## src/rtl/mem_stage.sv

```systemverilog
// Memory-access stage: byte-lane store/load alignment, wait-state handshake FSM and MEM/WB register.
// Optional feature macro: MEM_MISALIGN_TRAP_EN (flag misaligned accesses instead of aligning them down).
//
//   state | meaning
//   IDLE  | no access outstanding; a ready-on-first-cycle access completes here
//   WAIT  | access issued, memory not yet ready; upstream held by StallM
module mem_stage #(
  parameter int XLEN   = 64,
  parameter int STRB_W = 8
) (
  input  logic              clk,
  input  logic              reset,
  input  logic              RegWriteM,
  input  logic              MemWriteM,
  input  logic              MemToRegM,
  input  logic              MemReadM,
  input  logic              Mem_ReadM,
  input  logic [1:0]        MemTypeM,
  input  logic [4:0]        RD_M,
  input  logic [XLEN-1:0]   WriteDataM,
  input  logic [XLEN-1:0]   ALU_ResultM,
  output logic              dmem_req,
  output logic              dmem_we,
  output logic [XLEN-1:0]   dmem_addr,
  output logic [XLEN-1:0]   dmem_wdata,
  output logic [STRB_W-1:0] dmem_wstrb,
  input  logic [XLEN-1:0]   dmem_rdata,
  input  logic              dmem_ready,
  output logic              StallM,
  output logic              RegWriteW,
  output logic              MemToRegW,
  output logic [4:0]        RD_W,
  output logic [XLEN-1:0]   ALU_ResultW,
  output logic [XLEN-1:0]   ReadDataW,
  output logic              MisalignW,
  output logic [31:0]       StallCount
);

  typedef enum logic {IDLE, WAIT} state_t;
  state_t state;

  logic [2:0]        off, off_eff, size_mask;
  logic              misaligned, mem_op, is_load;
  logic [XLEN-1:0]   wrep, lane, load_ext;
  logic [STRB_W-1:0] strb_base;

  assign off     = ALU_ResultM[2:0];
  assign is_load = MemReadM & ~MemWriteM;

  always_comb begin
    size_mask = 3'd0;
    strb_base = 8'h01;
    wrep      = {8{WriteDataM[7:0]}};
    case (MemTypeM)
      2'b00: begin size_mask = 3'd0; strb_base = 8'h01; wrep = {8{WriteDataM[7:0]}};  end
      2'b01: begin size_mask = 3'd1; strb_base = 8'h03; wrep = {4{WriteDataM[15:0]}}; end
      2'b10: begin size_mask = 3'd3; strb_base = 8'h0F; wrep = {2{WriteDataM[31:0]}}; end
      default: begin size_mask = 3'd7; strb_base = 8'hFF; wrep = WriteDataM;          end
    endcase
  end

`ifdef MEM_MISALIGN_TRAP_EN
  assign misaligned = (MemReadM | MemWriteM) & (|(off & size_mask));
  assign off_eff    = off;
`else
  assign misaligned = 1'b0;
  assign off_eff    = off & ~size_mask;
`endif

  assign mem_op = (MemReadM | MemWriteM) & ~misaligned;

  // Request/stall are gated by reset so an abandoned access drops at once.
  assign dmem_req   = reset & ((state == WAIT) | mem_op);
  assign StallM     = dmem_req & ~dmem_ready;
  assign dmem_we    = MemWriteM;
  assign dmem_addr  = {ALU_ResultM[XLEN-1:3], 3'b000};
  assign dmem_wdata = wrep << {off_eff, 3'b000};
  assign dmem_wstrb = MemWriteM ? (strb_base << off_eff) : '0;

  assign lane = dmem_rdata >> {off_eff, 3'b000};

  always_comb begin
    load_ext = lane;
    case (MemTypeM)
      2'b00: load_ext = Mem_ReadM ? {56'd0, lane[7:0]}  : {{56{lane[7]}},  lane[7:0]};
      2'b01: load_ext = Mem_ReadM ? {48'd0, lane[15:0]} : {{48{lane[15]}}, lane[15:0]};
      2'b10: load_ext = Mem_ReadM ? {32'd0, lane[31:0]} : {{32{lane[31]}}, lane[31:0]};
      default: load_ext = lane;
    endcase
  end

  always_ff @(posedge clk or negedge reset) begin
    if (!reset) begin
      state       <= IDLE;
      RegWriteW   <= 1'b0;
      MemToRegW   <= 1'b0;
      RD_W        <= '0;
      ALU_ResultW <= '0;
      ReadDataW   <= '0;
      MisalignW   <= 1'b0;
      StallCount  <= '0;
    end else begin
      case (state)
        IDLE: if (mem_op && !dmem_ready) state <= WAIT;
        WAIT: if (dmem_ready)            state <= IDLE;
        default:                         state <= IDLE;
      endcase

      RD_W        <= RD_M;
      ALU_ResultW <= ALU_ResultM;
      if (StallM) begin
        RegWriteW <= 1'b0;
        MemToRegW <= 1'b0;
        MisalignW <= 1'b0;
        ReadDataW <= '0;
      end else begin
        RegWriteW <= RegWriteM & ~misaligned;
        MemToRegW <= MemToRegM;
        MisalignW <= misaligned;
        ReadDataW <= (is_load && mem_op) ? load_ext : '0;
      end

      if (StallM && (StallCount != 32'hFFFF_FFFF))
        StallCount <= StallCount + 32'd1;
    end
  end

endmodule

```

## config.mk

```make
export PLATFORM = sky130hd
export DESIGN_NAME = mem_stage
export DESIGN_NICKNAME = d
export VERILOG_FILES = /design/src/rtl/mem_stage.sv
export SDC_FILE = /design/constraint.sdc
export NUM_CORES = 1
export LEC_CHECK = 0
export CORE_AREA = 2 2 200 202
export CTS_CLUSTER_DIAMETER = 100
export DETAILED_ROUTE_END_ITERATION = 16
export DIE_AREA = 0 0 202 204
export HOLD_SLACK_MARGIN = 0.03
export PLACE_DENSITY = 0.56
export SETUP_SLACK_MARGIN = 0.5
export SLEW_MARGIN = 20
export SYNTH_ARGS = -nofsm -noshare
export SYNTH_HDL_FRONTEND = slang
export SYNTH_SLANG_ARGS = --single-unit
```

## constraint.sdc

```tcl
create_clock -name clk -period 4.2 [get_ports clk]
set_clock_uncertainty 0.05 [all_clocks]
set_input_delay 1.05 -clock clk [delete_from_list [all_inputs] [get_ports clk]]
set_output_delay 1.05 -clock clk [all_outputs]
set_load 0.02 [all_outputs]
```

==> results.toml, run 1 <==
[sta]
fmax_ghz = 0.2717
final_hold_viol_count = 0
setup_viol = 0
min_period_ns = 3.680
rsz0062_at_grt = "true"
slew_violations = 0
slew_headroom_pct = 37.87
fin_ws_ns = 0.5199
tightest_slew_ns = 0.9319
min_period_over_period_pct = 87.62

[routing]
vias = 8708
antenna_left = 0
first_pass_iters = 5
drt-wirelength-per-cell_um = 22.60
wl_mm = 43.05
drc = 0
drt_iter0_markers = 503
vias_per_cell = 4.571

[yosys]
ys.flop_type = "dfrtp_1"
syn-cell-area_sq_um = 8960
synth-edff-count = 0
async_flop_share_pct = 100.0
synth.avg_cell_area_sq_um = 9.857
ys_ff_latch = 168
synth_top_cell_area_share_pct = 46.92
syn_inst = 909
yosysUniqueCellTypes = 65
yosys_warnings = 0
yosysTopAreaCell = "dfrtp_1"
yosysSeqAreaShare_pct = 46.92
netlist_top_cells_area = "dfrtp_1, buf_4, mux2i_1"

[place]
gp_congestion = 0.8639
hpwlAfterDp_mm = 34.47
dp_slack_ns = -0.1816
port-buffer-count = 509

[clocking]
cts-root-buf = "clkbuf_16"
cts_tree = "built"
clock-sinks = 168
hold_buffers = 0
clkTransAtPathRegs_ns = 0.08
clock_path_buffers = 2
cts_made_buffers = 17
cts.htree.levels = 4
insertion_delay_ns = 0.46

[hold_path]
hold_class = "primary input to async pin"

[layout]
drive_gt1_share_pct = 10.79
final_common_cell = "clkdlybuf4s50_1"
area_delta_synth_final_pct = 67.96
finalNetCount = 1567
layout_common_cells = "clkdlybuf4s50_1, dfrtp_1, nand2_1"
post-route-util_pct = 38.41

[worst_setup_path]
path_buf_inv = 2
regToRegSetupSlack_ns = 2.01
crit_cells = 5
critPathTopFamily = "buffers and inverters"
slowest_stage = "clkdlybuf4s50_1"
path_cells = "clkdlybuf4s50_1 > mux2_2 > nor2_1 > a21oi_1 > clkdlybuf4s50_1"
path_max_fanout = 3
path_class = "primary input to output port"
end_kind = "output port"
r2r.worst_path.cells = 5
cp.arrival_ns = 2.58
slowest_delay_ns = 0.62
r2r_end = "StallCount[1]"
crit_required_ns = 3.10
regToRegStartpoint = "StallCount[24]"
cp-start-kind = "primary input"
crit_top_cell = "clkdlybuf4s50_1"

[die]
initial_core_util_pct = 22.87
die-area_sq_um = 41210
die_y_um = 204
rows = 73
die_x_um = 202
core_area_sq_um = 39180
ios = 514

[grt]
first_global_vias = 8950
grt_max_degree = 165
groute.usage.overall_pct = 20.57
grt_pass1_wl_mm = 61.73
globalRouteOverflowTotal = 0
antenna_found_initial = 11

[run_status]
status = "finished clean"

[power]
p_total_w = 0.004794
p_per_area_nw_per_um2 = 318.6
leakage_nw = 6.520
vdd_drop_max_uv = 218.1

[job]
drv_cap = 0
cells in the mapped netlist, types with 9 or more instances:
library cell and instances:
nor2b_1 37, buf_4 68, xor2_1 13, mux2i_1 36
buf_2 11, nor2_1 67, mux2_2 16, a22o_1 17
a21oi_1 46, a211oi_1 9, clkbuf_1 33, xnor2_1 17
and3_1 23, dfrtp_1 168, o21ai_1 51, nor3_1 11
nand4_1 12, nand2_1 73, inv_1 10, nand3_1 20
and2_1 34, a31oi_1 9, o21ai_0 28
worst max-delay path by stage:
stage | from | end | slack, ns
global route | MemTypeM[0] | dmem_wdata[58] | 0.49
floorplan | MemTypeM[1] | dmem_wdata[50] | 0.50
CTS | ALU_ResultM[0] | dmem_wdata[39] | 0.30
global placement | ALU_ResultM[0] | dmem_wdata[39] | -0.16
detailed placement | ALU_ResultM[0] | dmem_wdata[39] | -0.18
finish | WriteDataM[10] | dmem_wdata[58] | 0.52
power breakdown:
group / internal (W) / total, W / switching, W
Sequential: 0.00171 / 0.00176 / 0.0000563
Clock: 0.000952 / 0.00168 / 0.000724
Combinational: 0.000635 / 0.00135 / 0.000720
Total: 0.00329 / 0.00479 / 0.00150
metal layers:
layer	up-vias	wire, um	track usage (%)
li1	4019	-	-
met1	4185	15200	21.11
met2	446	23220	39.47
met3	50	3612	6.553
met4	8	965	6.329
met5	-	55	0
cells by family (layout without fill, tap and decap cells):
group,count (synthesis),in the layout,synth area share [%]
AO/OA/AOI/OAI,203,203,14.36
adder cells (fa/ha/maj),1,1,0.1396
other,1,12,0.04185
AND/OR/NAND/NOR,301,301,17.44
XOR/XNOR,30,30,2.933
flip-flops,168,168,46.92
multiplexers,67,67,8.798
buffers and inverters,138,598,9.370
worst reg2reg max path, stage by stage, from the launching register on:
cell	delay, ns
dfrtp_1	0.48
nand4_2	0.19
nor4_4	0.44
nand4_2	0.28
and2_1	0.31
mux2_1	0.33
registers in the layout (all words and copies together), names as in the netlist:
name,count
ReadDataW,64
MemToRegW,1
StallCount,32
ALU_ResultW,64
RD_W,5
state,1
RegWriteW,1
repair_timing:
| action | 4_1_cts | 5_1_grt |
|---|---|---|
| pin swaps | 2 | 2 |
| gates resized for setup | 112 | 17 |
| endpoints found under the setup margin | 71 | 37 |
| buffers inserted | 3 | 4 |
per-stage QoR:
stage / cells / instance area, sq um / hold slack, ns / TNS [ns]
floorplan: 912 / 8976 / 0.4339 / 0
global placement: 1858 / 14290 / 0.4349 / -1.289
detailed placement: 1858 / 14290 / 0.4437 / -1.348
CTS: 1893 / 14980 / 0.2814 / 0
global route: 1899 / 15030 / 0.2987 / 0
finish: 1905 / 15050 / 0.3217 / 0
area by class of cell:
type	count	area, sq um
repair buffers	555	5478
well taps	525	656.9
clock buffers	18	429.2
fillers	3873	24130
inverters	11	41.29
diodes	8	20.02
flip-flops and latches	168	4204
clock inverters	14	191.4
multi-input cells	606	4029
(Power assumes the default switching activity.)
==> inputs of run 2 (changes only) <==
--- a/config.mk
+++ b/config.mk
@@ -12,6 +12,7 @@
 export HOLD_SLACK_MARGIN = 0.03
 export PLACE_DENSITY = 0.56
 export SETUP_SLACK_MARGIN = 0.5
+export SKIP_LAST_GASP = 1
 export SLEW_MARGIN = 20
 export SYNTH_ARGS = -nofsm -noshare
 export SYNTH_HDL_FRONTEND = slang
==> results of run 2 <==
Same layout as run 1: the final DEF is identical, and so are final timing and power.
